==> config.mk <==
export PLATFORM = sky130hd
export DESIGN_NAME = uart_loader_flat
export DESIGN_NICKNAME = d
export VERILOG_FILES = /design/src/rtl/uart_loader_pkg.sv /design/src/rtl/uart_loader_if.sv /design/src/rtl/uart_loader_rise_pulse.sv /design/src/rtl/uart_loader.sv /design/src/flat_wrapper.sv
export SDC_FILE = /design/constraint.sdc
export NUM_CORES = 1
export LEC_CHECK = 0
export CORE_AREA = 2 2 145 112
export CTS_CLUSTER_DIAMETER = 80
export DETAILED_ROUTE_END_ITERATION = 8
export DIE_AREA = 0 0 147 114
export DONT_BUFFER_PORTS = 1
export GPL_TIMING_DRIVEN = 0
export PLACE_DENSITY = 0.58
export SYNTH_ARGS = -nofsm -noshare
export SYNTH_HDL_FRONTEND = slang
export SYNTH_SLANG_ARGS = --single-unit
==> constraint.sdc <==
create_clock -name clk -period 3.1 [get_ports clk]
set_clock_uncertainty 0.05 [all_clocks]
set_input_delay 0.62 -clock clk [delete_from_list [all_inputs] [get_ports clk]]
set_output_delay 0.62 -clock clk [all_outputs]
set_load 0.02 [all_outputs]
==> src/rtl/uart_loader_pkg.sv <==
// rtl/uart_loader_pkg.sv - shared types and constants for the UART program loader
package uart_loader_pkg;

    typedef logic [2:0] state_t;

    localparam state_t ST_IDLE    = 3'd0;
    localparam state_t ST_ADDR_HI = 3'd1;
    localparam state_t ST_ADDR_LO = 3'd2;
    localparam state_t ST_LEN_HI  = 3'd3;
    localparam state_t ST_LEN_LO  = 3'd4;
    localparam state_t ST_DATA_HI = 3'd5;
    localparam state_t ST_DATA_LO = 3'd6;
    localparam state_t ST_CHECK   = 3'd7;

    localparam logic [7:0] SYNC_BYTE_DEF = 8'hA5;

    localparam logic [1:0] ERR_NONE    = 2'd0;
    localparam logic [1:0] ERR_CHK     = 2'd1;
    localparam logic [1:0] ERR_TIMEOUT = 2'd2;

    function automatic logic [7:0] chk_step(input logic [7:0] acc, input logic [7:0] b);
        return acc ^ b;
    endfunction

endpackage

==> src/rtl/uart_loader_if.sv <==
// rtl/uart_loader_if.sv - receiver byte input and memory write/status bundle of the loader
interface uart_loader_if #(
    parameter int ADDR_W = 16,
    parameter int DATA_W = 16
);
    logic [7:0]        rx_data;
    logic              rx_ready;
    logic [ADDR_W-1:0] mem_addr;
    logic [DATA_W-1:0] mem_wdata;
    logic              mem_we;
    logic              cpu_hold;
    logic              load_done;
    logic              load_err;
    logic [1:0]        err_code;

    modport master (
        output rx_data, rx_ready,
        input  mem_addr, mem_wdata, mem_we, cpu_hold, load_done, load_err, err_code
    );

    modport slave (
        input  rx_data, rx_ready,
        output mem_addr, mem_wdata, mem_we, cpu_hold, load_done, load_err, err_code
    );
endinterface

==> src/rtl/uart_loader_rise_pulse.sv <==
// rtl/uart_loader_rise_pulse.sv - 2-flop synchroniser with rising-edge pulse
module rise_pulse (
    input  logic clk,
    input  logic rst,
    input  logic sig_i,
    output logic pulse_o
);
    logic meta_q;
    logic sync_q;
    logic prev_q;

    // Chain resets high so a level already high at reset exit is not seen as an edge.
    always_ff @(posedge clk) begin
        if (!rst) begin
            meta_q <= 1'b1;
            sync_q <= 1'b1;
            prev_q <= 1'b1;
        end else begin
            meta_q <= sig_i;
            sync_q <= meta_q;
            prev_q <= sync_q;
        end
    end

    assign pulse_o = sync_q & ~prev_q;
endmodule

==> src/rtl/uart_loader.sv <==
// rtl/uart_loader.sv - parses framed load packets from the UART and writes words to memory
module uart_loader
    import uart_loader_pkg::*;
#(
    parameter int          ADDR_W       = 16,
    parameter int          DATA_W       = 16,
    parameter logic [7:0]  SYNC_BYTE    = SYNC_BYTE_DEF,
    parameter int unsigned TIMEOUT_CLKS = 5000000
) (
    input logic         clk,
    input logic         rst,
    uart_loader_if.slave ldr
);
    localparam int TMO_W = $clog2(TIMEOUT_CLKS + 1);
    localparam logic [TMO_W-1:0] TMO_LAST = TMO_W'(TIMEOUT_CLKS - 1);

    logic       byte_stb;
    logic [7:0] rx_byte;
    logic       tmo_expired;

    state_t            state_q, state_d;
    logic [7:0]        addr_hi_q, addr_hi_d;
    logic [ADDR_W-1:0] addr_q, addr_d;
    logic [7:0]        len_hi_q, len_hi_d;
    logic [15:0]       remaining_q, remaining_d;
    logic [7:0]        data_hi_q, data_hi_d;
    logic [7:0]        chk_q, chk_d;
    logic [TMO_W-1:0]  tmo_q, tmo_d;
    logic [ADDR_W-1:0] mem_addr_q, mem_addr_d;
    logic [DATA_W-1:0] mem_wdata_q, mem_wdata_d;
    logic              mem_we_q, mem_we_d;
    logic              cpu_hold_q, cpu_hold_d;
    logic              load_done_q, load_done_d;
    logic              load_err_q, load_err_d;
    logic [1:0]        err_code_q, err_code_d;

    rise_pulse u_rise (
        .clk     (clk),
        .rst     (rst),
        .sig_i   (ldr.rx_ready),
        .pulse_o (byte_stb)
    );

    assign rx_byte = ldr.rx_data;

    // A byte arriving in the expiry cycle takes priority over the timeout.
    assign tmo_expired = (state_q != ST_IDLE) && !byte_stb && (tmo_q == TMO_LAST);

    always_comb begin
        state_d     = state_q;
        addr_hi_d   = addr_hi_q;
        addr_d      = addr_q;
        len_hi_d    = len_hi_q;
        remaining_d = remaining_q;
        data_hi_d   = data_hi_q;
        chk_d       = chk_q;
        mem_addr_d  = mem_addr_q;
        mem_wdata_d = mem_wdata_q;
        mem_we_d    = 1'b0;
        cpu_hold_d  = cpu_hold_q;
        load_done_d = 1'b0;
        load_err_d  = load_err_q;
        err_code_d  = err_code_q;

        if (state_q == ST_IDLE || byte_stb) begin
            tmo_d = '0;
        end else begin
            tmo_d = tmo_q + 1'b1;
        end

        if (byte_stb && state_q != ST_IDLE && state_q != ST_CHECK) begin
            chk_d = chk_step(chk_q, rx_byte);
        end

        if (byte_stb) begin
            case (state_q)
                ST_IDLE: begin
                    if (rx_byte == SYNC_BYTE) begin
                        state_d    = ST_ADDR_HI;
                        cpu_hold_d = 1'b1;
                        load_err_d = 1'b0;
                        err_code_d = ERR_NONE;
                        chk_d      = '0;
                    end
                end
                ST_ADDR_HI: begin
                    addr_hi_d = rx_byte;
                    state_d   = ST_ADDR_LO;
                end
                ST_ADDR_LO: begin
                    addr_d  = ADDR_W'({addr_hi_q, rx_byte});
                    state_d = ST_LEN_HI;
                end
                ST_LEN_HI: begin
                    len_hi_d = rx_byte;
                    state_d  = ST_LEN_LO;
                end
                ST_LEN_LO: begin
                    remaining_d = {len_hi_q, rx_byte};
                    state_d     = ({len_hi_q, rx_byte} != 16'd0) ? ST_DATA_HI : ST_CHECK;
                end
                ST_DATA_HI: begin
                    data_hi_d = rx_byte;
                    state_d   = ST_DATA_LO;
                end
                ST_DATA_LO: begin
                    mem_addr_d  = addr_q;
                    mem_wdata_d = DATA_W'({data_hi_q, rx_byte});
                    mem_we_d    = 1'b1;
                    addr_d      = addr_q + 1'b1;
                    remaining_d = remaining_q - 16'd1;
                    state_d     = (remaining_q == 16'd1) ? ST_CHECK : ST_DATA_HI;
                end
                ST_CHECK: begin
                    if (rx_byte == chk_q) begin
                        load_done_d = 1'b1;
                        cpu_hold_d  = 1'b0;
                    end else begin
                        load_err_d = 1'b1;
                        err_code_d = ERR_CHK;
                    end
                    state_d = ST_IDLE;
                end
                default: state_d = ST_IDLE;
            endcase
        end

        if (tmo_expired) begin
            load_err_d = 1'b1;
            err_code_d = ERR_TIMEOUT;
            state_d    = ST_IDLE;
        end
    end

    always_ff @(posedge clk) begin
        if (!rst) begin
            state_q     <= ST_IDLE;
            addr_hi_q   <= '0;
            addr_q      <= '0;
            len_hi_q    <= '0;
            remaining_q <= '0;
            data_hi_q   <= '0;
            chk_q       <= '0;
            tmo_q       <= '0;
            mem_addr_q  <= '0;
            mem_wdata_q <= '0;
            mem_we_q    <= 1'b0;
            cpu_hold_q  <= 1'b0;
            load_done_q <= 1'b0;
            load_err_q  <= 1'b0;
            err_code_q  <= ERR_NONE;
        end else begin
            state_q     <= state_d;
            addr_hi_q   <= addr_hi_d;
            addr_q      <= addr_d;
            len_hi_q    <= len_hi_d;
            remaining_q <= remaining_d;
            data_hi_q   <= data_hi_d;
            chk_q       <= chk_d;
            tmo_q       <= tmo_d;
            mem_addr_q  <= mem_addr_d;
            mem_wdata_q <= mem_wdata_d;
            mem_we_q    <= mem_we_d;
            cpu_hold_q  <= cpu_hold_d;
            load_done_q <= load_done_d;
            load_err_q  <= load_err_d;
            err_code_q  <= err_code_d;
        end
    end

    assign ldr.mem_addr  = mem_addr_q;
    assign ldr.mem_wdata = mem_wdata_q;
    assign ldr.mem_we    = mem_we_q;
    assign ldr.cpu_hold  = cpu_hold_q;
    assign ldr.load_done = load_done_q;
    assign ldr.load_err  = load_err_q;
    assign ldr.err_code  = err_code_q;
endmodule

==> src/flat_wrapper.sv <==
// flat-port wrapper written by rule: the top's interface ports become plain ports
module uart_loader_flat import uart_loader_pkg::*;
#(
    parameter int          ADDR_W       = 16,
    parameter int          DATA_W       = 16,
    parameter logic [7:0]  SYNC_BYTE    = SYNC_BYTE_DEF,
    parameter int unsigned TIMEOUT_CLKS = 5000000
)
  (clk, rst, ldr_rx_data, ldr_rx_ready, ldr_mem_addr, ldr_mem_wdata, ldr_mem_we, ldr_cpu_hold, ldr_load_done, ldr_load_err, ldr_err_code);
  uart_loader_if #(.ADDR_W(ADDR_W), .DATA_W(DATA_W)) ldr_i ();
  input logic clk;
  input logic rst;
  input wire logic [$bits(ldr_i.rx_data)-1:0] ldr_rx_data;
  input wire logic [$bits(ldr_i.rx_ready)-1:0] ldr_rx_ready;
  output wire logic [$bits(ldr_i.mem_addr)-1:0] ldr_mem_addr;
  output wire logic [$bits(ldr_i.mem_wdata)-1:0] ldr_mem_wdata;
  output wire logic [$bits(ldr_i.mem_we)-1:0] ldr_mem_we;
  output wire logic [$bits(ldr_i.cpu_hold)-1:0] ldr_cpu_hold;
  output wire logic [$bits(ldr_i.load_done)-1:0] ldr_load_done;
  output wire logic [$bits(ldr_i.load_err)-1:0] ldr_load_err;
  output wire logic [$bits(ldr_i.err_code)-1:0] ldr_err_code;
  assign ldr_i.rx_data = ldr_rx_data;
  assign ldr_i.rx_ready = ldr_rx_ready;
  assign ldr_mem_addr = ldr_i.mem_addr;
  assign ldr_mem_wdata = ldr_i.mem_wdata;
  assign ldr_mem_we = ldr_i.mem_we;
  assign ldr_cpu_hold = ldr_i.cpu_hold;
  assign ldr_load_done = ldr_i.load_done;
  assign ldr_load_err = ldr_i.load_err;
  assign ldr_err_code = ldr_i.err_code;
  uart_loader #(.ADDR_W(ADDR_W), .DATA_W(DATA_W), .SYNC_BYTE(SYNC_BYTE), .TIMEOUT_CLKS(TIMEOUT_CLKS)) u_core (.clk(clk), .rst(rst), .ldr(ldr_i));
endmodule
==> impl_metrics.toml, run 1 <==
[clock_tree]
insertion_delay_ps = 420
postCtsHoldBufs = 0
cts_setup_buffers = 0
cts_max_level = 4
numCtsBuffers = 17
clock_sinks = 131
cts_root_buf = "clkbuf_16"
cts_tree = "yes"
ctsResizeCount = 0
path_clk_slew_ps = 60
clockBufferDepth = 2

[layout]
drive_gt1_frac = 0.0601
diodes = 0
fin_area_um2 = 6900
layout_commonest_cell = "dfxtp_1"
areaGrowthSynthToFinish_pct = 14.3
final_cell_mix = "dfxtp_1 (131), nand2_1 (104), nor2_1 (69)"
nNetsFinal = 767

[synthesis]
synth_cells = 733
synth_top_family_by_area = "simple AND/OR/NAND/NOR gates"
yosys.area_share.simple = 0.271
ys_warn_count = 0
async_flop_share = 0
netlist-cell-type-count = 66
ys.flop_type = "dfxtp_1"
ys_seq_area_frac = 0.435
synth_compound_area_frac = 0.162
synth_area_um2 = 6030
synth_area_per_cell_um2 = 8.23
synth_edf_count = 0
synthAdderAreaFrac = 0.00829
ys_ff_latch = 131
synth_top_area_cell = "dfxtp_1"
syn_nets = 748
synth_mux_area_frac = 0.0450
netlist_top_cells_area = "dfxtp_1 (43%), nand2_1 (6.5%), a21oi_1 (5.3%)"
netlist.area_leader.share = 0.435
synthXorXnorAreaFrac = 0.0377

[route]
wl_mm = 17.7
firstDrtPassIters = 5
drcViolationCount = 0
wl_per_cell_um = 18.2
via_count = 5658
vias_per_cell = 5.80
postRouteAntennaNets = 0
drtIter0Drc = 524

[critical_path]
crit_path_end_kind = "flop"
critPathLaunchType = "flop"
arrival_ps = 2930
crit_path_max_fanout = 10
critPathKind = "flop to flop"
startpoint = "u_core.state_q[2]"
cp.required_ps = 3400
reg2reg_from = "u_core.state_q[2]"

[floorplanning]
dieArea_um2 = 16800
initial_core_util = 0.389
core.rowCount = 40
io-pin-count = 49
coreArea_um2 = 15500
die_y_um = 114
die_w_um = 147

[grt]
grt_start_max_net_pins = 17
track_usage = 0.215
grt_remaining_overflow = 0
grt_pass1_vias = 5196
grt_pass1_wl_mm = 28.2
antenna_found_initial = 0

[timing]
hold_ws_ps = 259
slew_headroom = 0.353
period_minus_slack_ps = 2640
worstMarginPinSlew_ps = 966
fin_setup_tns_ps = 0
setup_viol = 0
fin_crit_sh = 0.850
maxSlewViolCount = 0
finalHoldViolations = 0
rsz0062_at_grt = "no"
fmax_ghz = 0.379

[hold_path]
min_from = "ldr_rx_ready"
worstHoldPathType = "input port to flop"

[place]
port-buffer-count = 0
dp_hpwl_mm = 12.5
gp_congestion = 0.913
place_area_um2 = 6300

[pwr]
cellLeakagePower_nw = 2.24
powerDensity_nw_per_um2 = 556
ir_drop_mv = 0.477
total_power_w = 0.00383

[run]
cap_violations = 0

[status]
status = "finished, final reports clean"
[stage by stage]
step | cells | util | setup WS [ps]
global placement | 943 | 0.406 | 570
global route | 975 | 0.445 | 272
detailed placement | 943 | 0.406 | 487
CTS | 975 | 0.445 | 469
floorplan | 733 | - | 1180
finish | 975 | 0.445 | 465
[synthesized netlist by cell type, types with 9 or more instances]
cell type	instances
a21oi_1	64
a31oi_1	13
clkbuf_1	47
dfxtp_1	131
inv_1	13
mux2i_1	26
nand2_1	104
nand3_1	21
nand4_1	26
nor2_1	69
nor3_1	15
nor4_1	10
o21ai_0	26
o31ai_1	9
or3_1	12
or4_1	11
xnor2_1	16
xor2_1	10
[metal layers]
metal,track usage,part of all wire,vias to the layer above,wire [µm]
li1,-,-,2684,-
met5,0,0,-,0
met1,0.305,0.47,2706,8390
met3,0.0600,0.088,25,1570
met4,0.0667,0.014,0,254
met2,0.318,0.42,243,7510
[kinds of logic (layout without fill, tap and decap cells)]
logic type      Yosys count  count (layout)
flops                   131             131
compound gates          158             158
buf+inv                  66              98
fa+ha+maj                 4               4
xor+xnor                 26              26
simple gates            321             321
mux                      27              27
[worst max-delay path, cell delays in order, from the launching register on]
cell and delay [ps]:
dfxtp_1 300, clkbuf_1 280, nand3b_1 280, nor2_1 810, clkbuf_1 470, nand2_1 200
a21oi_1 170
[flip-flops by register name, summed over array words and instances, names as in the netlist, 2 cells and up]
register,flops
u_core.ldr.mem_addr,16
u_core.addr_hi_q,8
u_core.remaining_q,16
u_core.len_hi_q,8
u_core.tmo_q,23
u_core.addr_q,16
u_core.state_q,3
u_core.ldr.mem_wdata,16
u_core.chk_q,8
u_core.data_hi_q,8
u_core.ldr.err_code,2
[cell type report]
| type | instances | area (µm²) |
|---|---|---|
| Multi-Input combinational cell | 536 | 3160 |
| Clock buffer | 20 | 447 |
| Sequential cell | 131 | 2620 |
| Fill cell | 1564 | 8620 |
| Inverter | 14 | 52.6 |
| Buffer | 52 | 200 |
| Clock inverter | 12 | 154 |
| Tap cell | 210 | 263 |
[power breakdown]
part / total [W] / switching (W) / internal (W)
Sequential: 0.00169 / 0.00000120 / 0.00169
Clock: 0.00206 / 0.000774 / 0.00129
Combinational: 0.0000855 / 0.0000683 / 0.0000172
[path summary, 6_finish.rpt]
check / to / slack [ps] / depth (start not counted)
setup / recovery: u_core.ldr.mem_wdata[15] / 460 / 6
setup reg to reg: u_core.ldr.mem_wdata[15] / 460 / 6
hold / removal: u_core.u_rise.meta_q / 260 / 1
hold reg to reg: u_core.u_rise.sync_q / 370 / 1
Note: power is estimated with default switching activity, not from simulation.
==> run 2, diff against run 1 <==
--- a/config.mk
+++ b/config.mk
@@ -7,6 +7,6 @@
 export LEC_CHECK = 0
-export CORE_AREA = 2 2 145 112
+export CORE_AREA = 4 4 147 114
 export CTS_CLUSTER_DIAMETER = 80
 export DETAILED_ROUTE_END_ITERATION = 8
-export DIE_AREA = 0 0 147 114
+export DIE_AREA = 0 0 151 118
 export DONT_BUFFER_PORTS = 1
@@ -17 +17,2 @@
 export SYNTH_SLANG_ARGS = --single-unit
+export TNS_END_PERCENT = 5
--- a/constraint.sdc
+++ b/constraint.sdc
@@ -4,2 +4,2 @@
 set_output_delay 0.62 -clock clk [all_outputs]
-set_load 0.02 [all_outputs]
+set_load 0.005 [all_outputs]
==> impl_metrics.toml, run 2 (synthesis results as in run 1) <==
[pwr]
switchingPower_w = 0.000938
p_int_w = 0.00284
p_clk_frac = 0.531
powerDensity_nw_per_um2 = 549
pwr-share-comb = 0.023
ir_drop_mv = 0.364
cellLeakagePower_nw = 2.24
p_seq_frac = 0.446
swShare = 0.248

[timing]
fin_crit_sh = 0.852
maxSlewViolCount = 0
rsz0062_at_grt = "no"
fin_setup_tns_ps = 0
finalHoldViolations = 0
fmax_ghz = 0.378
slew_headroom = 0.350
worstMarginPinSlew_ps = 971
period_minus_slack_ps = 2640
setup_viol = 0

[critical_path]
crit_path_max_fanout = 10
critPathKind = "flop to flop"
startpoint = "u_core.state_q[2]"
cp.required_ps = 3400
critPathMaxStageDelay_ps = 830
cpLargestDelayFamily = "simple AND/OR/NAND/NOR gates"
crit_chain = "clkbuf_1, nand3b_1, nor2_1, clkbuf_1, nand2_1, a21oi_1"
reg2reg_from = "u_core.state_q[2]"
crit_top_cell = "clkbuf_1"
arrival_ps = 2940
cp_slowest_cell = "nor2_1"
critPathLaunchType = "flop"
critPathBufInv = 2
crit_path_end_kind = "flop"

[route]
drcViolationCount = 0
firstDrtPassIters = 5
vias_per_cell = 5.86
wl_met1_mm = 8.56
wl_mm = 18.1
postRouteAntennaNets = 0
wl_per_cell_um = 18.7
wl_met2_mm = 7.62
drtIter0Drc = 480
top_layer_used = "met4"
via_count = 5685
wl_met3_mm = 1.71

[clock_tree]
insertion_delay_ps = 420
cts_root_buf = "clkbuf_16"
numCtsBuffers = 17
cts_max_level = 4
clock_sinks = 131
cts_tree = "yes"
postCtsHoldBufs = 0
clockBufferDepth = 2
cts_setup_buffers = 0
path_clk_slew_ps = 60
ctsResizeCount = 0

[floorplanning]
dieArea_um2 = 17800
initial_core_util = 0.399
die_y_um = 118
coreArea_um2 = 15100
die_w_um = 151
core.rowCount = 39
io-pin-count = 49

[layout]
layout_commonest_cell = "dfxtp_1"
drive_gt1_frac = 0.0627
largest_register_ffs = 23
final_util = 0.455
nNetsFinal = 767
areaGrowthSynthToFinish_pct = 14.0
fillers = 1527
final_cell_mix = "dfxtp_1 (131), nand2_1 (104), nor2_1 (69)"
diodes = 0
regMostFlops = "u_core.tmo_q"

[grt]
grt_pass1_vias = 5346
track_usage = 0.205
grt_remaining_overflow = 0
grt_start_max_net_pins = 17
antenna_found_initial = 0
grt_pass1_wl_mm = 29.0

[place]
port-buffer-count = 0
dp_hpwl_mm = 12.7
gp_congestion = 0.969

[hold_path]
worstHoldPathType = "input port to flop"
min_from = "ldr_rx_ready"

[run]
cap_violations = 0

[status]
status = "finished, final reports clean"
run 2: routing by layer:
metal / vias to the layer above / track usage
li1: 2684 / -
met1: 2727 / 0.307
met3: 19 / 0.0593
met2: 255 / 0.286
met5: - / 0
met4: 0 / 0.0538
run 2: power by group through the flow:
| stage | Combinational [W] | Sequential [W] | Clock (W) |
|---|---|---|---|
| after global routing | 0.0000927 | 0.00168 | 0.00211 |
| final | 0.0000875 | 0.00169 | 0.00201 |
| after floorplan | 0.0000493 | 0.00172 | 0 |
| after detailed placement | 0.0000849 | 0.00172 | 0 |
| after global placement | 0.0000836 | 0.00172 | 0 |
| after CTS | 0.0000853 | 0.00169 | 0.00203 |
run 2: worst paths after layout:
kind | endpoint | slack (ps) | cells after the start
worst max-delay path | u_core.ldr.mem_wdata[15] | 460 | 6
worst min-delay path | u_core.u_rise.meta_q | 250 | 1
worst max register to register | u_core.ldr.mem_wdata[15] | 460 | 6
worst min register to register | u_core.u_rise.sync_q | 390 | 1
run 2: metrics by stage:
stage          hold WS (ps)  power [W]  std cells  instance area, µm²  setup slack (ps)
2_1_floorplan           336    0.00177        733                6030              1180
3_3_place_gp            356    0.00181        938                6290               424
3_5_place_dp            348    0.00181        938                6290               477
4_1_cts                 245    0.00380        970                6880               469
5_1_grt                 251    0.00389        970                6880               329
6_report                251    0.00378        970                6880               458
run 2: worst reg2reg max path: cells and delay by family (launching register included):
kind	cells	cell delay [ps]
AND/OR/NAND/NOR	3	1320
flip-flops	1	300
AO/OA/AOI/OAI	1	150
buffers and inverters	2	750
run 2: area by class of cell:
type | instances | area [µm²] | area share
Buffer | 52 | 200 | 0.0291
Tap cell | 205 | 256 | 0.0373
Sequential cell | 131 | 2620 | 0.381
Multi-Input combinational cell | 536 | 3160 | 0.459
Clock inverter | 15 | 165 | 0.0240
Inverter | 14 | 52.6 | 0.00764
Clock buffer | 17 | 425 | 0.0618
